### config.mk
export PLATFORM = sky130hd
export DESIGN_NAME = regfile_master
export DESIGN_NICKNAME = d
export VERILOG_FILES = /design/src/rtl/regfile_master.sv
export SDC_FILE = /design/constraint.sdc
export NUM_CORES = 1
export LEC_CHECK = 0
export BUFFER_PORTS_ARGS = -buffer_cell sky130_fd_sc_hd__clkbuf_2
export CORE_ASPECT_RATIO = 1.25
export CORE_MARGIN = 10
export CORE_UTILIZATION = 55
export CTS_BUF_LIST = sky130_fd_sc_hd__clkbuf_4 sky130_fd_sc_hd__clkbuf_8
export CTS_CLUSTER_DIAMETER = 200
export DETAILED_ROUTE_END_ITERATION = 6
export PLACE_DENSITY = 0.81
export SETUP_SLACK_MARGIN = 0.4
export SLEW_MARGIN = 40
export SYNTH_ARGS = -nofsm -noshare
export SYNTH_HDL_FRONTEND = slang
export SYNTH_SLANG_ARGS = --single-unit
### constraint.sdc
create_clock -name clk -period 2.9 [get_ports clk]
set_clock_uncertainty 0.15 [all_clocks]
set_input_delay 0.145 -clock clk [delete_from_list [all_inputs] [get_ports clk]]
set_output_delay 0.145 -clock clk [all_outputs]
set_load 0.05 [all_outputs]
### src/rtl/regfile_master.sv
// regfile_master: command-driven initiator for an 8x8 synchronous register file.
// Accepts single/burst read and write commands over valid/ready, drives the
// memory strobes, returns read words on a back-pressurable response stream,
// and records any memory error seen while a command is in flight.
module regfile_master #(
  parameter int DW = 8,
  parameter int AW = 3
) (
  input  logic          clk,
  input  logic          resetn,
  input  logic          cmd_valid,
  output logic          cmd_ready,
  input  logic          cmd_op,
  input  logic [AW-1:0] cmd_addr,
  input  logic [AW-1:0] cmd_len,
  input  logic [DW-1:0] cmd_wdata,
  output logic [DW-1:0] mem_din,
  output logic [AW-1:0] mem_addr,
  output logic          mem_wr,
  output logic          mem_rd,
  input  logic [DW-1:0] mem_dout,
  input  logic          mem_error,
  output logic          rsp_valid,
  input  logic          rsp_ready,
  output logic [DW-1:0] rsp_data,
  output logic          rsp_last,
  output logic          done,
  output logic          err
);

  typedef enum logic [2:0] {
    S_IDLE,
    S_WR,
    S_RD_ISSUE,
    S_RD_CAP,
    S_RD_RSP,
    S_DONE
  } state_t;

  state_t        r_state;
  logic [AW-1:0] r_addr;
  logic [AW-1:0] r_len;
  logic [DW-1:0] r_wdata;
  logic [AW-1:0] r_cnt;
  logic          r_cmd_ready;
  logic [DW-1:0] r_mem_din;
  logic [AW-1:0] r_mem_addr;
  logic          r_mem_wr;
  logic          r_mem_rd;
  logic          r_rsp_valid;
  logic [DW-1:0] r_rsp_data;
  logic          r_rsp_last;
  logic          r_done;
  logic          r_err;

  // Next word's counter, address and write data; address and data wrap
  // naturally through the truncating widths.
  logic [AW-1:0] w_cnt_nxt;
  logic [AW-1:0] w_addr_nxt;
  logic [DW-1:0] w_din_nxt;
  logic          w_at_last;

  assign w_cnt_nxt  = r_cnt + 1'b1;
  assign w_addr_nxt = r_addr + w_cnt_nxt;
  assign w_din_nxt  = r_wdata + DW'(w_cnt_nxt);
  assign w_at_last  = (r_cnt == r_len);

  // Control FSM; all memory strobes and response outputs are registered so
  // that they change only at clock edges (or immediately on reset).
  // NOTE: every register here uses <= so all of them update from the same
  // pre-edge values; blocking assignments would make later lines see new values.
  always_ff @(posedge clk or negedge resetn) begin
    if (!resetn) begin
      r_state     <= S_IDLE;
      r_addr      <= '0;
      r_len       <= '0;
      r_wdata     <= '0;
      r_cnt       <= '0;
      r_cmd_ready <= 1'b0;
      r_mem_din   <= '0;
      r_mem_addr  <= '0;
      r_mem_wr    <= 1'b0;
      r_mem_rd    <= 1'b0;
      r_rsp_valid <= 1'b0;
      r_rsp_data  <= '0;
      r_rsp_last  <= 1'b0;
      r_done      <= 1'b0;
      r_err       <= 1'b0;
    end else begin
      // Sticky error: any memory error while a command is in flight.
      if (r_state != S_IDLE && mem_error) begin
        r_err <= 1'b1;
      end

      case (r_state)
        S_IDLE: begin
          r_cmd_ready <= 1'b1;
          if (cmd_valid && r_cmd_ready) begin
            r_addr      <= cmd_addr;
            r_len       <= cmd_len;
            r_wdata     <= cmd_wdata;
            r_cnt       <= '0;
            r_err       <= 1'b0;
            r_cmd_ready <= 1'b0;
            r_mem_addr  <= cmd_addr;
            if (cmd_op) begin
              r_state   <= S_WR;
              r_mem_wr  <= 1'b1;
              r_mem_din <= cmd_wdata;
            end else begin
              r_state   <= S_RD_ISSUE;
              r_mem_rd  <= 1'b1;
            end
          end
        end

        S_WR: begin
          if (w_at_last) begin
            r_state    <= S_DONE;
            r_mem_wr   <= 1'b0;
            r_mem_addr <= '0;
            r_mem_din  <= '0;
            r_done     <= 1'b1;
          end else begin
            r_cnt      <= w_cnt_nxt;
            r_mem_addr <= w_addr_nxt;
            r_mem_din  <= w_din_nxt;
          end
        end

        S_RD_ISSUE: begin
          r_state    <= S_RD_CAP;
          r_mem_rd   <= 1'b0;
          r_mem_addr <= '0;
        end

        S_RD_CAP: begin
          r_state     <= S_RD_RSP;
          r_rsp_data  <= mem_dout;
          r_rsp_valid <= 1'b1;
          r_rsp_last  <= w_at_last;
        end

        S_RD_RSP: begin
          // Next read is issued only after the pending word is taken.
          if (rsp_ready) begin
            r_rsp_valid <= 1'b0;
            r_rsp_last  <= 1'b0;
            if (r_rsp_last) begin
              r_state <= S_DONE;
              r_done  <= 1'b1;
            end else begin
              r_state    <= S_RD_ISSUE;
              r_cnt      <= w_cnt_nxt;
              r_mem_rd   <= 1'b1;
              r_mem_addr <= w_addr_nxt;
            end
          end
        end

        S_DONE: begin
          r_state     <= S_IDLE;
          r_done      <= 1'b0;
          r_cmd_ready <= 1'b1;
        end

        default: begin
          r_state     <= S_IDLE;
          r_mem_wr    <= 1'b0;
          r_mem_rd    <= 1'b0;
          r_mem_addr  <= '0;
          r_mem_din   <= '0;
          r_rsp_valid <= 1'b0;
          r_done      <= 1'b0;
        end
      endcase
    end
  end

  assign cmd_ready = r_cmd_ready;
  assign mem_din   = r_mem_din;
  assign mem_addr  = r_mem_addr;
  assign mem_wr    = r_mem_wr;
  assign mem_rd    = r_mem_rd;
  assign rsp_valid = r_rsp_valid;
  assign rsp_data  = r_rsp_data;
  assign rsp_last  = r_rsp_last;
  assign done      = r_done;
  assign err       = r_err;

endmodule

-- Word level (Yosys, flattened, before mapping)
Cells that the tools add are included.
- logic and storage cells: 100
- output and inout port bits: 26
- input bits: 28
- flip-flop bits (word level): 46
- reduce and logical (&&, ||, !) cells: 22
- multiplexer cells: 41
- $add $sub $neg: 3
- equal/unequal tests: 14
- bitwise gates (word level): 5
- operators by type and width (cell ; number):
    3-bit two-way mux ; 12
    8-bit two-way mux ; 3
    8-bit one-hot mux with 3 select lines ; 1
    2-bit != test (second input constant) ; 8
    1-bit two-way mux ; 15
    3-bit one-hot mux with 5 select lines ; 1
    1-bit one-hot mux with 3 select lines ; 4
    3-bit one-hot mux with 4 select lines ; 1
    4-bit AND reduction ; 3
    5-bit AND reduction ; 2
    3-bit one-hot mux with 3 select lines ; 1
    8-bit by 3-bit adder with 8-bit output ; 1
    4-bit OR reduction ; 2
    3-bit by 2-bit == test with 1-bit output (second input constant) ; 2
    3-bit == test (second input constant) ; 2
    2-bit AND reduction ; 3
    3-bit AND reduction ; 2
    3-bit nonzero test ; 2
    3-bit OR reduction ; 2
    1-bit inverter ; 5
    1-bit one-hot mux with 2 select lines ; 2
    2-bit nonzero test ; 2
    3-bit by 1-bit adder with 3-bit output (second input constant) ; 1
    3-bit adder ; 1
    other kinds (6) ; 7

-- Logic depth before layout (Yosys ltp)
Gate-level depths: netlist of the first run.
- depth after elaboration: 5
- gate-level depth with buffers: 7
- mapped depth without buffers: 7

-- Least setup slack after synthesis of the first run
OpenSTA, ideal clock, no wires.
- path type: register -> register
- start: register r_cnt[0]
- end: register r_mem_addr[2] (netlist: mem_addr[2])
- clock period less this slack: 2040 ps
- buffers on the path: 0
- required time: 2624 ps
- data arrival time: 1764 ps
- path slack: 860 ps
- stages on the path, launching flop included: 6
- setup time: 126 ps
- cells stage by stage: dfrtp_1 > ha_1 > fa_1 > xnor2_1 > xnor2_1 > a221o_1
- cells in the longest elaborated chain, start to end: 5
- elaborated cells between the ends (all ways): 7
- classes of those cells: 2 x add/sub; 1 x eq/ne; 4 x mux
- RTL lines (element ; line ; text):
    start: declaration ; 44 ; logic [AW-1:0] r_cnt;
    start signal: assignment ; 125 ; r_cnt <= w_cnt_nxt;
    start signal: assignment ; 154 ; r_cnt <= w_cnt_nxt;
    3-bit by 1-bit adder with 3-bit output ; 63 ; assign w_cnt_nxt = r_cnt + 1'b1;
    3-bit adder ; 64 ; assign w_addr_nxt = r_addr + w_cnt_nxt;
    3-bit two-way mux ; 149 ; if (r_rsp_last) begin
    3-bit two-way mux ; 146 ; if (rsp_ready) begin
    3-bit one-hot mux with 4 select lines * ; 95 ; case (r_state)
    end signal: assignment ; 105 ; r_mem_addr <= cmd_addr;
    end signal: assignment ; 126 ; r_mem_addr <= w_addr_nxt;
    end signal: assignment ; 156 ; r_mem_addr <= w_addr_nxt;
    end: declaration ; 47 ; logic [AW-1:0] r_mem_addr;
Mark *: on every way between the ends. The rest lies on a longest branch, timed or not. The select of a mux whose other input is x is not followed.
A chain may end at the register's enable or synchronous reset.

-- Worst setup path after layout of the first run
Ends and elaborated chain as after synthesis.

==> reports/results.txt, run 1 <==
The run finished with clean final reports. In this run the cell area of the synthesized design comes to 2330 um^2. In this run the remaining antenna-violating nets after routing total 0. Data arrives at the worst endpoint at 2.23 ns.

The library cell used most frequently in the layout, excluding fill and tap cells, is clkbuf_2. For the number of setup violations in the final report, the log shows 0. The register bit total from synthesis is 46, and the number of endpoints with negative hold slack in the final report is 0. The tightest min-delay check is of the input port to register type. The number of different library cells used by synthesis comes to 49. Number of synthesized flops with an enable pin: 0. The total routing resource utilization after global routing was 0.159; the count of max-cap constraint violations was 0.

Along the worst path, the maximum fanout reaches 4. Horizontal die dimension: 78.3 um. The worst setup path is captured at a register. The most numerous cell type found on the critical path is xnor2_1.

The overflow left after global routing was 0. For the final max-slew violation count, the log shows 0. The tools report the met3 capacity usage during global routing as 0.0464. Using the TritonRoute via totals, the vias-per-cell ratio works out to 5.47. The area growth from synthesis to layout was 28.6%.

The logs give 3.83 mm for the half-perimeter wire length of the detailed placement result and 4 for the first-pass iteration count of the detailed router. Accumulated negative setup slack: 0 ns. Leading area contributor after synthesis: dfrtp_1. In this run, the number of DRC markers left after iteration 0 of detailed routing was 191.

Among all flip-flop cells after synthesis, the most frequent one is dfrtp_1. The post-synth net total is 239. The smallest clock period supported by the final layout is computed as 2.19 ns. Post-CTS repair changed the size of 0 cells. For the worst-case clock buffer depth, the log shows 2. The run gives 32 as the pin count of the biggest net entering global routing. In the routed design, unresolved DRC markers number 0.

The cell area power density was 1240 nW/um^2; the routing usage on met2 was 0.284. Die outline height: 92.8 um. The headroom to the max-slew limit is 0.540, and the global routing met1 resource utilization is 0.176. The die area is 7260 um^2.

Summing over every cut layer, the via total after detailed routing is 1848. The tree built by TritonCTS fans out to 46 sinks. The slew at the pin closest to its max-slew limit is 0.687 ns.

The run gives 0.569 as the initial standard-cell utilization of the core. IR analysis of the VDD net gives a maximum drop of 686 uV. Startpoint kind of the worst setup timing path: a register. Routability-driven placement finished with a final weighted congestion of 0.873. TritonCTS built the clock tree. The clock reaches the later pin of the worst-skew pair after 0.30 ns. For this design, the slowest cell found on the critical path is fa_1. The tools report the total detailed-routing wirelength as 5.53 mm. The signal on the critical path passes through ha_1 > fa_1 > xnor2_1 > xnor2_1 > a221o_1. The cell area after placement came out at 2650 um^2. Counting the buffers created by CTS gives 5.

In the final design database the tool counted 317 nets. Start-to-end type of the worst setup path: register to register. The number of buffer cells added on primary ports is 53, and the period utilization is 0.755. The fraction of post-synthesis cell area in the top cell type by area came out at 0.493. After technology mapping, the gate count stands at 203. For this run, the number of Yosys warnings is 0. After floorplanning, the core was divided into 26 placement rows. On the worst path, the slowest cell contributes a delay of 0.45 ns. Clock-pin slew was measured on the worst setup and hold paths at 0.09 ns. Sorting the synthesized cells by area gives the leading types as dfrtp_1 49%, mux2_2 11%, ha_1 3.2%. The run gives 0 as the number of antenna violations at the first check in global routing. In the layout the commonest cells are 52 x clkbuf_2, 46 x dfrtp_1, 24 x dlygate4sd3_1. In this run the number of H-tree levels came out at 2. met2 is the most crowded layer. Core footprint: 4100 um^2.

Based on the critical path, the design can be clocked at up to 0.456 GHz. The fraction of final layout cells sized beyond drive strength 1 is 0.333, and the number of global-route vias before repair is 1988. Data on the critical path is required at its endpoint by 2.94 ns. The proportion of synthesized chip area in sequential cells was 0.493; the share of synthesized flip-flops with an asynchronous set or reset was 1.00. Setup repair after global routing left no endpoint under its margin. 54 I/O pins were placed. The first global-routing pass estimated 9.45 mm of wire.

In the final routed layout, each cell accounts on average for 16.4 um. The leakage power is 1.39 nW, and the final antenna diode count is 0. The buffer type at the clock tree root was clkbuf_8. Final instance area: 3000 um^2.

In this run the mean area of a mapped cell was 11.5 um^2.
per-stage QoR:
| step | hold slack, ns | instances | setup slack [ns] | utilization | total power [mW] |
|---|---|---|---|---|---|
| 3_5_place_dp | 0.0966 | 306 | 0.715 | 0.646 | 3.23 |
| 5_1_grt | 0.0401 | 338 | 0.581 | 0.732 | 3.99 |
| 4_1_cts | 0.0283 | 338 | 0.686 | 0.732 | 3.75 |
| 3_3_place_gp | 0.103 | 306 | 0.730 | 0.646 | 3.18 |
| 2_1_floorplan | -0.301 | 203 | 0.860 | - | 2.78 |
| 6_report | 0.0310 | 338 | 0.709 | 0.732 | 3.73 |
layer usage:
layer / vias up / share of wire
met4: 0 / 0.0090
met2: 41 / 0.52
met5: - / 0
met1: 911 / 0.42
li1: 892 / -
met3: 4 / 0.050
sequential cells by signal, indices dropped and copies added, names as in the netlist, 3 cells and up:
| signal | count |
|---|---|
| r_state | 3 |
| mem_din | 8 |
| r_addr | 3 |
| mem_addr | 3 |
| r_wdata | 8 |
| r_len | 3 |
| r_cnt | 3 |
| rsp_data | 8 |
logic make-up after synthesis:
| logic type | Yosys count | synth area share |
|---|---|---|
| buf+inv | 14 | 0.0257 |
| flops | 46 | 0.493 |
| xor+xnor | 12 | 0.0483 |
| mux | 23 | 0.111 |
| fa+ha+maj | 8 | 0.0493 |
| simple gates | 43 | 0.100 |
| compound gates | 57 | 0.172 |
path summary, 6_finish.rpt:
check / slack [ns] / startpoint / end / cells after the start
max in group asynchronous: 1.61 / resetn / mem_din[2] / 3
worst max register to register: 0.71 / r_cnt[0] / mem_addr[2] / 5
worst min-delay path: 0.03 / cmd_op / r_state[0] / 3
worst min register to register: 0.37 / rsp_data[7] / rsp_data[7] / 1
worst max-delay path: 0.71 / r_cnt[0] / mem_addr[2] / 5
min in group asynchronous: 0.31 / resetn / r_wdata[1] / 2
Yosys cell counts (2+ instances only):
library cell / n
and3_1: 2
xor2_1: 3
nand2b_1: 3
clkbuf_1: 4
fa_1: 2
o21bai_1: 2
nand3_1: 4
xnor2_1: 8
dfrtp_1: 46
a21oi_1: 11
o21ai_1: 8
buf_2: 3
nor2_1: 9
and2_1: 3
a31oi_1: 4
o21ai_0: 5
ha_1: 6
inv_1: 5
a221o_1: 3
nand2_1: 10
a22oi_1: 8
nor2b_1: 3
or3_1: 2
a21o_1: 2
mux2_2: 23
report_power, final:
part           leakage [nW]  switching, mW  internal, mW
clock                0.0504          0.222         0.256
combinational         0.786           1.29         0.745
sequential            0.558          0.276         0.940
total                  1.39           1.79          1.94
layout make-up:
type | count | area [um^2]
Inverter | 6 | 22.5
Sequential cell | 46 | 1150
Tap cell | 56 | 70.1
Multi-Input combinational cell | 143 | 1120
Fill cell | 308 | 1100
Timing Repair Buffer | 79 | 520
Clock inverter | 3 | 45.0
Clock buffer | 5 | 68.8
repair_timing:
item                                   in CTS  in global routing
hold buffers                               24                  0
setup buffers                               0                  0
endpoints found under the hold margin      61                  0
worst max-delay path: cells and delay by family, from the launching register on:
family	cells	cell delay, ns
flip-flops	1	0.42
adder cells (fa/ha/maj)	2	0.86
AO/OA/AOI/OAI	1	0.35
XOR/XNOR	2	0.30
Note: power is estimated with default switching activity, not from simulation.
==> run 2, diff against run 1 <==
Settings changed: ABC_AREA set to 1.
Clock period 2.9 ns to 2.1 ns, I/O delays scaled along.
==> run 2 against run 1 <==
The flow now finishes with violations (setup timing). Worst setup slack got worse by 0.76 ns. Area after synthesis increased by 2.2%. Via count is 38% higher. Global-route usage rose by 4.4 points. Largest power group unchanged.
==> reports/results.txt, run 2 <==
Summed over all cells, the static leakage comes to 1.81 nW. The worst setup path is of the register to register kind. The number of nets in the synthesized netlist is 332. The clock share of power was 0.105. After layout, the minimum clock period comes to 2.15 ns. The worst path setup slack after routing was -0.0460 ns; the die area was 7390 um^2.

The tools report the element type at the critical path end as a register. The logs give 26 for the cell row count and 11.9 mm for the first-pass GRT wire length. The period utilization is 1.02. Detailed-route vias per instance: 5.56.

The biggest area contributor in the post-synthesis netlist is dfrtp_1. After the last flow step, the layout net total stands at 436. The final reports fail on setup timing. The total overflow left after global routing is 0. Of all nets on the critical path, the largest fanout is 4.

Dividing the detail-routed wire length by the instance count gives 17.5 um. Fraction of final layout cells sized beyond drive strength 1: 0.362. The final antenna diode count is 0. The logs give 2.19 ns for the worst endpoint required time and 0.0302 ns for the pre-CTS worst setup slack. The path class of the tightest hold or removal check is input port to register. Cell internal power was estimated by the tool at 3.00 mW. The sequential share of power is 0.258, and the number of global-route vias before repair is 2536. The tools report the CTS H-tree depth as 2. Number of antenna violations at the first check in global routing: 0. The critical path buffer and inverter count came out at 1. The count of nets left with antenna violations after detail routing is 0.

The synthesized netlist contains 27 unique library cells. Leaving out fill and tap cells, the most frequent cell in the layout is nand2_1. The register bit total from synthesis works out to 46. In the routed design, unresolved DRC markers number 0. The fraction of power consumed by combinational cells is 0.636, and the data arrival time of the critical path is 2.24 ns. TritonCTS built the clock tree. The number of buffers inserted during clock tree synthesis is 5, and the final weighted congestion of routability-driven global placement is 0.914. The final max-slew violation count came out at 0. Once detailed placement completed, the half-perimeter wirelength came to 4.55 mm. Among all cell types in the netlist, the one instantiated most often is nand2_1. The tool flagged a number of max-cap violations equal to 0. Ranked by total cell area, the synthesized netlist is headed by dfrtp_1 48%, nand2_1 20%, o21ai_0 4.4%. The run gives 0.577 as the initial standard-cell utilization of the core. No sink is reached through more buffers than the 2 on the longest clock path.

The delay of the slowest cell on the worst path works out to 0.46 ns. Power spread over the standard cell area amounts to 1800 nW/um^2. The gate family responsible for the most delay along the worst path was simple AND/OR/NAND/NOR gates. The area growth from synthesis to layout was 45.5%.

By count the netlist is led by 124 x nand2_1, 46 x dfrtp_1, 24 x inv_1, 21 x o21ai_0, 17 x nand3_1. Yosys mapped a number of flops with a built-in enable equal to 0. The number of endpoints with negative hold slack in the final report is 0, and the achievable clock frequency is 0.466 GHz.

Clock latency on the worst-skew pair, taken at its later pin, is 0.30 ns. Setup violations remaining at the end of the flow were counted as 3. The share of synthesized flip-flops with an asynchronous set or reset came out at 1.00.

For the headroom to the max-slew limit, the log shows 0.645. In this run the count of I/O pins placed on the die edge is 54. The final total power was 6.23 mW. For this block, the initial DRC count from the detailed router was 216. The fraction of post-synthesis cell area in the top cell type by area was 0.483; the core footprint was 4130 um^2.

The first detailed-routing pass took 5 iterations. Summing every instance area after synthesis gives 2380 um^2. Total routing resource utilization after global routing: 0.203.

The buffer type at the clock tree root was clkbuf_8. The switching share of power is 0.519, and the die outline height is 93.6 um. The total number of yosys warnings was 0; the horizontal die dimension was 78.9 um. Buffers placed on the I/O ports in this run total 53. At the pin with the least slew margin, the transition time is 0.533 ns. VDD sags by at most 1160 uV. The tools report the startpoint kind of the worst setup timing path as a register. The critical path's slowest cell is dfrtp_2.

The signal on the critical path passes through ha_4 > or2_4 > nand2_4 > inv_4 > ha_4 > nand2_2 > nand2_2 > nand3_2 > xor2_1 > o21ai_1 > nand2_1 > nand2_1. Summed over all layers, the routed wires come to 7.99 mm. The proportion of synthesized chip area in sequential cells was 0.483; the synthesized area per cell was 8.06 um^2.

Entering global routing, the biggest net connects 29 pins. The layout filler cell count came out at 232. The run gives 296 as the gate count after technology mapping. The run finished, with violations left. The run gives 3.24 mW as the net load switching power. For this run, the leading register cell type out of synthesis is dfrtp_1. Detailed routing inserted a total of 2541 vias. Setup repair after global routing could not meet its margin everywhere.

The top cell types in the final layout, fill and taps aside, are 115 x nand2_1, 53 x clkbuf_2, 41 x dfrtp_1. After clock tree synthesis, the clock-pin slew on the worst setup and hold paths is 0.09 ns. The total number of clock tree sinks came out at 46.
-- run 2: changes by cell type after synthesis, sizes merged, moves of 8 or more --
cell	previous run	this run
mux2	23	8
a21oi	11	3
nand2	10	128
nand3	4	18
a22oi	8	0
inv	6	28
o21ai	13	25
-- run 2: through the flow --
step	setup TNS [ns]	instances	cell area [um^2]	hold slack [ns]	utilization
after global placement	0	410	2840	-0.0621	0.687
after global routing	-0.234	457	3470	0.0940	0.840
after detailed placement	0	410	2840	-0.0612	0.687
after floorplan	0	296	2450	-0.341	-
after CTS	0	450	3290	0.0663	0.796
final	-0.0623	457	3470	0.112	0.840
-- run 2: metal layers --
| layer | global-route usage | vias up | share of wire |
|---|---|---|---|
| met5 | 0 | - | 0 |
| met4 | 0.105 | 0 | 0.032 |
| met3 | 0.0709 | 32 | 0.088 |
| met2 | 0.356 | 156 | 0.52 |
| met1 | 0.207 | 1209 | 0.36 |
| li1 | - | 1144 | - |
-- run 2: area by class of cell --
cell class / instances / area (um^2) / share of cell area
clock buffer: 5 / 68.8 / 0.0198
inverter: 28 / 113 / 0.0324
multi-input combinational: 218 / 1310 / 0.377
timing repair buffer: 101 / 713 / 0.205
tap: 56 / 70.1 / 0.0202
clock inverter: 3 / 40.0 / 0.0115
sequential: 46 / 1160 / 0.333
-- run 2: timing repair --
item	4_1_cts	5_1_grt
setup buffers	7	7
hold buffers	25	0
endpoints found under the hold margin	55	0
endpoints found under the setup margin	15	23
pin swaps	11	17
resized for setup	11	36
-- run 2: worst register-to-register path: stages (launching register included) --
cell and delay [ns]:
dfrtp_2 0.46, ha_4 0.18, or2_4 0.23, nand2_4 0.07, inv_4 0.05, ha_4 0.27, nand2_2 0.05, nand2_2 0.08
nand3_2 0.07, xor2_1 0.15, o21ai_1 0.18, nand2_1 0.10, nand2_1 0.06
-- run 2: power groups by stage --
| stage | clock network, mW | registers, mW | logic [mW] |
|---|---|---|---|
| finish | 0.657 | 1.61 | 3.97 |
| global route | 0.695 | 1.65 | 4.24 |
| CTS | 0.651 | 1.56 | 3.39 |
| detailed placement | 0 | 1.57 | 3.14 |
| global placement | 0 | 1.55 | 3.07 |
| floorplan | 0 | 2.27 | 1.62 |
-- run 2: logic make-up after synthesis --
| family | count (synthesis) | share of synthesized area |
|---|---|---|
| fa+ha+maj | 8 | 0.0483 |
| buf+inv | 32 | 0.0535 |
| mux | 8 | 0.0378 |
| compound gates | 30 | 0.0645 |
| simple gates | 168 | 0.299 |
| flops | 46 | 0.483 |
| xor+xnor | 4 | 0.0147 |
-- run 2: path summary, 6_finish.rpt --
kind / from / endpoint / slack, ns / depth (start not counted)
worst min register to register: mem_addr[2] / mem_addr[2] / 0.33 / 2
worst max register to register: r_cnt[0] / mem_din[6] / -0.05 / 12
worst max-delay path: r_cnt[0] / mem_din[6] / -0.05 / 12
min in group asynchronous: resetn / r_state[2] / 0.16 / 2
worst min-delay path: cmd_op / mem_rd / 0.11 / 4
max in group asynchronous: resetn / r_cnt[0] / 1.10 / 3
